## src/rtl/serial_frame_receiver.sv

```systemverilog
// Deserialises start/data/stop framed words from a one-bit-per-clock stream and
// offers them through a valid/ready holding register with framing-error and overrun flags.
module serial_frame_receiver #(
  parameter int unsigned WIDTH = 4,
  parameter int unsigned CNT_W = $clog2(WIDTH)
) (
  input  logic             CLK,
  input  logic             Reset,
  input  logic             Serial_in,
  output logic [WIDTH-1:0] Data_out,
  output logic             Data_valid,
  input  logic             Data_ready,
  output logic             Frame_error,
  output logic             Overrun,
  output logic             Busy
);

  typedef enum logic [1:0] {IDLE, DATA, STOP} state_e;

  state_e             state_q, state_d;
  logic [CNT_W-1:0]   cnt_q, cnt_d;
  logic [WIDTH-1:0]   shift_q, shift_d;
  logic [WIDTH-1:0]   data_q, data_d;
  logic               valid_q, valid_d;
  logic               ferr_q, ferr_d;
  logic               ovr_q, ovr_d;
  logic               busy_q, busy_d;
  logic               good_frame;

  always_comb begin
    state_d    = state_q;
    cnt_d      = cnt_q;
    shift_d    = shift_q;
    data_d     = data_q;
    valid_d    = valid_q;
    ovr_d      = ovr_q;
    ferr_d     = 1'b0;
    good_frame = 1'b0;

    case (state_q)
      IDLE: begin
        if (Serial_in) begin
          state_d = DATA;
          cnt_d   = '0;
        end
      end
      DATA: begin
        shift_d[cnt_q] = Serial_in;
        if (cnt_q == CNT_W'(WIDTH - 1)) begin
          state_d = STOP;
        end else begin
          cnt_d = cnt_q + CNT_W'(1);
        end
      end
      STOP: begin
        // An errored stop bit always returns to IDLE; it is never taken as a start bit.
        state_d = IDLE;
        if (Serial_in) begin
          ferr_d = 1'b1;
        end else begin
          good_frame = 1'b1;
        end
      end
      default: state_d = IDLE;
    endcase

    // Holding register: a same-edge handshake frees the slot for the new word.
    if (good_frame) begin
      if (!valid_q || Data_ready) begin
        data_d  = shift_q;
        valid_d = 1'b1;
      end else begin
        ovr_d = 1'b1;
      end
    end else if (valid_q && Data_ready) begin
      valid_d = 1'b0;
    end

    busy_d = (state_d != IDLE);
  end

  always_ff @(posedge CLK or posedge Reset) begin
    if (Reset) begin
      state_q <= IDLE;
      cnt_q   <= '0;
      shift_q <= '0;
      data_q  <= '0;
      valid_q <= 1'b0;
      ferr_q  <= 1'b0;
      ovr_q   <= 1'b0;
      busy_q  <= 1'b0;
    end else begin
      state_q <= state_d;
      cnt_q   <= cnt_d;
      shift_q <= shift_d;
      data_q  <= data_d;
      valid_q <= valid_d;
      ferr_q  <= ferr_d;
      ovr_q   <= ovr_d;
      busy_q  <= busy_d;
    end
  end

  assign Data_out    = data_q;
  assign Data_valid  = valid_q;
  assign Frame_error = ferr_q;
  assign Overrun     = ovr_q;
  assign Busy        = busy_q;

endmodule

```

## config.mk

```make
export PLATFORM = sky130hd
export DESIGN_NAME = serial_frame_receiver
export DESIGN_NICKNAME = d
export VERILOG_FILES = /design/src/rtl/serial_frame_receiver.sv
export SDC_FILE = /design/constraint.sdc
export NUM_CORES = 1
export LEC_CHECK = 0
export BUFFER_PORTS_ARGS = -buffer_cell sky130_fd_sc_hd__clkbuf_2
export CORE_MARGIN = 3
export CORE_UTILIZATION = 52
export CTS_BUF_LIST = sky130_fd_sc_hd__clkbuf_16
export DETAILED_ROUTE_END_ITERATION = 6
export HOLD_SLACK_MARGIN = 0.15
export PLACE_DENSITY = 0.75
export SETUP_SLACK_MARGIN = 0.5
export SYNTH_ARGS = -nofsm -noshare
export SYNTH_HDL_FRONTEND = slang
export SYNTH_SLANG_ARGS = --single-unit
```

## constraint.sdc

```tcl
create_clock -name CLK -period 3.5 [get_ports CLK]
set_input_delay 1.05 -clock CLK [delete_from_list [all_inputs] [get_ports CLK]]
set_output_delay 1.05 -clock CLK [all_outputs]
set_load 0.05 [all_outputs]
```

* After elaboration in Yosys (flattened, before gate mapping)
Index checks and enable logic that the tools add are counted.
Storage, ports and cells: word-level logic and storage cells 46, output and inout port bits 8, flip-flop bits (word level) 16
Operators by class: bitwise logic cells 1, add/subtract/negate cells 1, multiplexer cells 16, reductions and logical operators 12, equality and inequality tests 6, magnitude comparators 2
Operators with widths (number):
- $mux W1 | 8
- $mux W2 | 4
- $pmux W2 S2 | 2
- $reduce_and A2 Y1 | 3
- $reduce_bool A2 Y1 | 3
- $bwmux W4 | 1
- $eq A2 B2 Y1 const B | 2
- $ne A2 B2 Y1 const B | 2
- $lt A2 B3 Y1 const B | 1
- $reduce_and A3 Y1 | 1
- $add A2 B1 Y2 const B | 1
- $demux W1 S2 | 1
- $eq A2 B1 Y1 const B | 1
- $ge A2 B1 Y1 const B | 1
- $logic_and A1 B1 Y1 | 2
- $logic_not A2 Y1 | 1
- $ne A2 B1 Y1 const B | 1
- $logic_not A1 Y1 | 1
- $logic_or A1 B1 Y1 | 1
- $not A1 Y1 | 1

* Logic depth before layout (Yosys ltp)
Gate-level depths: netlist of the first run.
depth after elaboration 5, mapped depth 4, mapped depth without buffers 4

* Least setup slack after synthesis of the first run
No wires, ideal clock.
kind input-to-reg, start point input Serial_in, end point register data_q[0] (netlist: Data_out[0]), stages on the path 3, required time 3.375 ns, buffers on the path 0, arrival time 1.690 ns, library setup time 0.125 ns, path slack 1.685 ns, cell sequence nor3b_2 -> o21ai_1 -> mux2_2
On the way: word-level cells in the longest chain between the ends 3
Ends and longest elaborated chain:
- start, declared | line 9 | input logic Serial_in,
- $mux W1 | line 58 | if (Serial_in) begin
- $mux W1 | line 40 | case (state_q)
- $reduce_and A2 Y1 (no source line)
- end signal, assigned | line 96 | data_q <= data_d;
- end, declared | line 23 | logic [WIDTH-1:0] data_q, data_d;
Every way passes these cells. A chain may end at the register's enable or synchronous reset.

* Worst setup path after layout of the first run
start point register valid_q (netlist: Data_valid), end point output Data_valid
RTL lines:
- start, declared | line 24 | logic valid_q, valid_d;
- start signal, assigned | line 97 | valid_q <= valid_d;
- end, declared | line 11 | output logic Data_valid,
No word-level cell between the ends.

==> results.py, run 1 <==
metrics = {
    "sta": {
        "setup_viol": 0,
        "clock.fmax_mhz": 506,
        "slew_headroom": 0.604,
        "final-max-slew-violation-count": 0,
        "rsz0062_at_grt": "no",
        "fin_ws_ns": 1.52,
        "fin_crit_sh": 0.565,
        "tightest_slew_ns": 0.594,
        "period_minus_slack_ns": 1.98,
        "skew_ns": 0.00228,
        "setup_total_negative_slack_ns": 0,
        "finalHoldViolations": 0,
    },
    "clock_tree": {
        "clkTransAtPathRegs_ns": 0.05,
        "cts.htree.levels": 1,
        "cts.sinks": 16,
        "cts_tree": "done",
        "cts_setup_buffers": 0,
        "cts_resized": 0,
        "numCtsBuffers": 3,
        "clkLatencyLatePin_ns": 0.24,
        "clk_path_buf_depth": 2,
        "holdBufCountCts": 0,
        "cts-root-buf": "clkbuf_16",
    },
    "setup_path": {
        "crit_family": "flip-flops",
        "crit_type": "flip-flop to primary output",
        "max_stage_delay_ns": 0.39,
        "cp-end-kind": "primary output",
        "worstPathArrival_ns": 0.93,
        "critPathMaxFanout": 4,
        "crit_buf_inv": 1,
        "cp_slowest_cell": "dfrtp_1",
        "cp_cell_sequence": "clkbuf_2",
        "crit_required_ns": 2.45,
        "crit_path_start_kind": "flip-flop",
    },
    "synth": {
        "avgSynthCellArea_um2": 12.9,
        "synth-seq-cells": 16,
        "synthCells": 53,
        "synth_nets": 61,
        "yosysMostFrequentCell": "dfrtp_1",
        "synth_edf_count": 0,
        "synth_ff_type": "dfrtp_1",
        "synth_top_area_cell": "dfrtp_1",
        "synth_warnings": 0,
        "ys_top_cells_by_area": "dfrtp_1 59%, mux2_2 13%, ha_1 7.3%",
        "yosysSeqAreaShare": 0.587,
        "synth-async-reset-ratio": 1.00,
        "synthTopCellsByCount": "16 x dfrtp_1, 8 x mux2_2, 7 x inv_1",
        "syn_area_um2": 682,
        "yosysTopAreaCellShare": 0.587,
        "ys_types": 18,
    },
    "floorplan": {
        "pin_count": 12,
        "die_w_um": 42.2,
        "core_um2": 1170,
        "die_h_um": 42.2,
        "die_area_um2": 1780,
        "initial_utilization": 0.582,
        "rows": 12,
    },
    "layout": {
        "areaGrowthSynthToFinish_pct": 22.2,
        "multi_input_area_um2": 255,
        "n_antenna_cell": 0,
        "stdcell_area_um2": 833,
        "fillers": 92,
        "layout-drive-gt1-share": 0.397,
        "nNetsFinal": 77,
        "regArea_um2": 400,
    },
    "routing": {
        "viasPerCell": 5.15,
        "dr_total_vias": 422,
        "dr.first_iter.drc_count": 6,
        "drt_first_pass_iters": 2,
        "wl_per_cell_um": 14.6,
        "drt_wl_total_um": 1200,
        "ant_nets": 0,
        "drc_errors": 0,
    },
    "grt": {
        "first_global_vias": 462,
        "grt_usage": 0.162,
        "grt_max_degree": 17,
        "antenna_found_initial": 0,
        "grt_first_pass_wirelength_um": 2130,
        "grt_overflow": 0,
    },
    "power_and_ir_drop": {
        "peakVddDrop_uv": 646,
        "p_int_w": 0.000535,
        "power.density_nw_per_um2": 1040,
        "p_sw_w": 0.000333,
        "seqPwrFrac": 0.365,
        "p_leak_nw": 0.430,
        "p_sw_frac": 0.384,
        "p_clk_frac": 0.248,
        "combPwrFrac": 0.387,
    },
    "place": {
        "placed_area_um2": 754,
        "place.gp.congestion": 0.703,
        "port_buffers": 11,
        "post-place-ws_ns": 1.40,
        "hpwl_um": 835,
    },
    "hold_path": {
        "hp-class": "flip-flop to flip-flop",
    },
    "flow_run": {
        "max_cap_violations": 0,
    },
    "run_status": {
        "status": "finished clean",
    },
}
[registers in the layout (all words and copies together) (netlist names)]
register	count
Data_valid	1
Data_out	4
shift_q	4
Busy	1
Overrun	1
cnt_q	2
state_q	2
Frame_error	1
[cell usage in the layout (no fill, tap or decap), drive strengths merged]
cell type,n
a21o,1
o21bai,1
o21ai,1
and2b,1
clkbuf,14
a22oi,1
mux2,8
clkinv,1
and2,1
nand2,3
nor3b,1
nor3,1
o22ai,2
and3,1
inv,7
a31o,1
dfrtp,16
ha,4
nor2,1
a21oi,2
[stage by stage]
stage | utilization | cells | hold slack (ns) | power [W]
after detailed placement | 0.644 | 78 | 0.469 | 0.000650
final | 0.712 | 82 | 0.477 | 0.000868
after floorplan | - | 53 | 0.475 | 0.000575
after CTS | 0.712 | 82 | 0.480 | 0.000876
after global placement | 0.644 | 78 | 0.461 | 0.000645
after global routing | 0.712 | 82 | 0.517 | 0.000929
[final timing paths]
check,startpoint,cells after the start,to,slack [ns]
setup / recovery,Data_valid,1,Data_valid,1.52
hold / removal,Overrun,1,Overrun,0.48
setup reg to reg,cnt_q[0],3,shift_q[3],2.17
hold reg to reg,Overrun,1,Overrun,0.48
max in group asynchronous,Reset,2,Frame_error,2.26
min in group asynchronous,Reset,2,state_q[0],0.85
[kinds of logic (layout without fill, tap and decap cells)]
family                     after synthesis  in the layout  synth area share
muxes                                    8              8             0.132
AOI/OAI and AO/OA                        9              9            0.0862
DFF                                     16             16             0.587
buffers and inverters                    7             22            0.0385
and+or+nand+nor                          9              9            0.0826
adders and majority gates                4              4            0.0734
[power groups by stage]
| stage | clock, W | sequential (W) | combinational [W] |
|---|---|---|---|
| after detailed placement | 0 | 0.000319 | 0.000332 |
| final | 0.000215 | 0.000317 | 0.000336 |
| after floorplan | 0 | 0.000415 | 0.000159 |
| after CTS | 0.000221 | 0.000317 | 0.000338 |
| after global routing | 0.000233 | 0.000327 | 0.000369 |
| after global placement | 0 | 0.000315 | 0.000329 |
[cell type report]
| class | count | share of cell area |
|---|---|---|
| Timing Repair Buffer | 11 | 0.0661 |
| Inverter | 7 | 0.0315 |
| Clock inverter | 1 | 0.00450 |
| Sequential cell | 16 | 0.480 |
| Clock buffer | 3 | 0.0901 |
| Tap cell | 14 | 0.0210 |
| Multi-Input combinational cell | 30 | 0.306 |
[metal layers]
layer  vias up  GRT usage  part of all wire
li1        209          -                 -
met1       207      0.203              0.46
met2         6      0.252              0.51
met3         0     0.0386             0.025
met4         0     0.0932                 0
met5         -          0                 0
Power figures use the tool's default switching activity.
==> run 2: changes to the inputs <==
CORE_UTILIZATION = 51   (was 52)
PLACE_DENSITY = 0.74   (was 0.75)
clock period = 2 ns   (was 3.5 ns; I/O delays follow)
==> run 2 against run 1 <==
Setup slack worse by 0.99 ns; combinational power rose by 74%; sequential cell count stayed put; worst hold slack got worse by 0.081 ns; power increased by 75%; design area grew 0.30%; wire length fell by 5.4%; final cell count unchanged; non-clock buffer count unchanged; critical path depth unchanged; global-route usage decreased by 0.79 points; register-to-register slack worse by 1.5 ns; largest cell class unchanged.
==> results.py, run 2 (synthesis results as in run 1) <==
metrics = {
    "layout": {
        "final_cell_mix": "16 x dfrtp_1, 9 x clkbuf_2, 8 x mux2_2, 7 x inv_1, 4 x ha_1",
        "instances_no_fill": 82,
        "fillers": 84,
        "final_common_cell": "dfrtp_1",
        "multi_input_area_um2": 255,
        "areaGrowthSynthToFinish_pct": 22.6,
        "layout-drive-gt1-share": 0.397,
        "n_antenna_cell": 0,
        "nNetsFinal": 77,
        "regArea_um2": 400,
        "fin_util": 0.705,
    },
    "sta": {
        "slew_headroom": 0.607,
        "fin_crit_sh": 0.733,
        "period_minus_slack_ns": 1.47,
        "rsz0062_at_grt": "no",
        "fin_ws_ns": 0.533,
        "skew_ns": 0.00327,
        "clock.fmax_mhz": 682,
        "setup_total_negative_slack_ns": 0,
        "final-max-slew-violation-count": 0,
        "tightest_slew_ns": 0.589,
        "finalHoldViolations": 0,
        "setup_viol": 0,
    },
    "clock_tree": {
        "cts-root-buf": "clkbuf_16",
        "cts.htree.levels": 1,
        "clk_path_buf_depth": 2,
        "cts_tree": "done",
        "clkLatencyLatePin_ns": 0.24,
        "cts.sinks": 16,
        "numCtsBuffers": 3,
        "clkTransAtPathRegs_ns": 0.05,
    },
    "routing": {
        "drt_first_pass_iters": 4,
        "dr_total_vias": 433,
        "dr.first_iter.drc_count": 7,
        "drc_errors": 0,
        "drt_wl_total_um": 1140,
        "wl_per_cell_um": 13.8,
        "ant_nets": 0,
        "viasPerCell": 5.28,
    },
    "power_and_ir_drop": {
        "p_leak_nw": 0.431,
        "peakVddDrop_uv": 1250,
        "power.density_nw_per_um2": 1820,
        "power.total_w": 0.00152,
    },
    "setup_path": {
        "r2r_setup_slack_ns": 0.64,
        "crit_path_start_kind": "flip-flop",
        "crit_buf_inv": 1,
        "worstPathArrival_ns": 0.87,
        "crit_type": "flip-flop to primary output",
        "max_stage_delay_ns": 0.34,
        "cp_cell_sequence": "clkbuf_2",
        "cp_slowest_cell": "dfrtp_1",
        "critPathMaxFanout": 2,
        "crit_family": "flip-flops",
        "crit_required_ns": 1.40,
        "cp-end-kind": "primary output",
    },
    "floorplan": {
        "die_w_um": 42.6,
        "core_um2": 1190,
        "initial_utilization": 0.575,
        "die_area_um2": 1810,
        "die_h_um": 42.6,
        "pin_count": 12,
        "rows": 12,
    },
    "grt": {
        "grt_overflow": 0,
        "grt_first_pass_wirelength_um": 1930,
        "antenna_found_initial": 0,
        "grt_max_degree": 17,
        "first_global_vias": 447,
        "grt_usage": 0.154,
    },
    "place": {
        "hpwl_um": 774,
        "place.gp.congestion": 0.731,
        "post-place-ws_ns": 0.373,
        "dp.cells": 78,
        "port_buffers": 11,
    },
    "flow_run": {
        "max_cap_violations": 0,
    },
    "hold_path": {
        "hp-class": "primary input to asynchronous set/reset pin",
    },
    "run_status": {
        "status": "finished clean",
    },
}
[run 2: changes by cell type in the layout (fill, tap and decap cells not counted), sizes merged]
| cell | delta |
|---|---|
| buf | +2 |
| clkbuf | -2 |
[run 2: worst paths after layout]
path / start / end / depth (start not counted)
max in group asynchronous: Reset / Data_out[1] / 2
worst min register to register: Overrun / Overrun / 1
worst min-delay path: Reset / Data_valid / 2
worst max-delay path: Data_out[0] / Data_out[0] / 1
worst max register to register: state_q[1] / Data_out[1] / 3
min in group CLK: Overrun / Overrun / 1
[run 2: report_power, final]
part	switching [W]	internal [W]	leakage, nW
sequential	0.0000962	0.000459	0.199
clock	0.000117	0.000265	0.0385
combinational	0.000367	0.000216	0.194
[run 2: routing by layer]
metal / vias to the layer above / GRT usage / wire length (um)
met3: 5 / 0.0515 / 65
met1: 205 / 0.173 / 524
met2: 12 / 0.231 / 503
li1: 211 / - / -
met5: - / 0 / 0
met4: 0 / 0.130 / 42
[run 2: cell type report]
type | instances | share of cell area
inverters | 7 | 0.0314
clock buffers | 3 | 0.0898
repair buffers | 11 | 0.0689
well taps | 14 | 0.0210
multi-input cells | 30 | 0.305
clock inverters | 1 | 0.00449
flip-flops and latches | 16 | 0.479
[run 2: through the flow]
stage,hold WS [ns],instance area (um2)
2_1_floorplan,0.475,682
3_3_place_gp,0.470,754
3_5_place_dp,0.462,754
4_1_cts,0.418,836
5_1_grt,0.453,836
6_report,0.396,836
[run 2: timing repair]
item | CTS | global route
resized for setup | 1 | 2
setup buffers | 0 | 0
gates cloned | 0 | 0
hold buffers | 0 | 0
setup endpoints to repair | 1 | 2
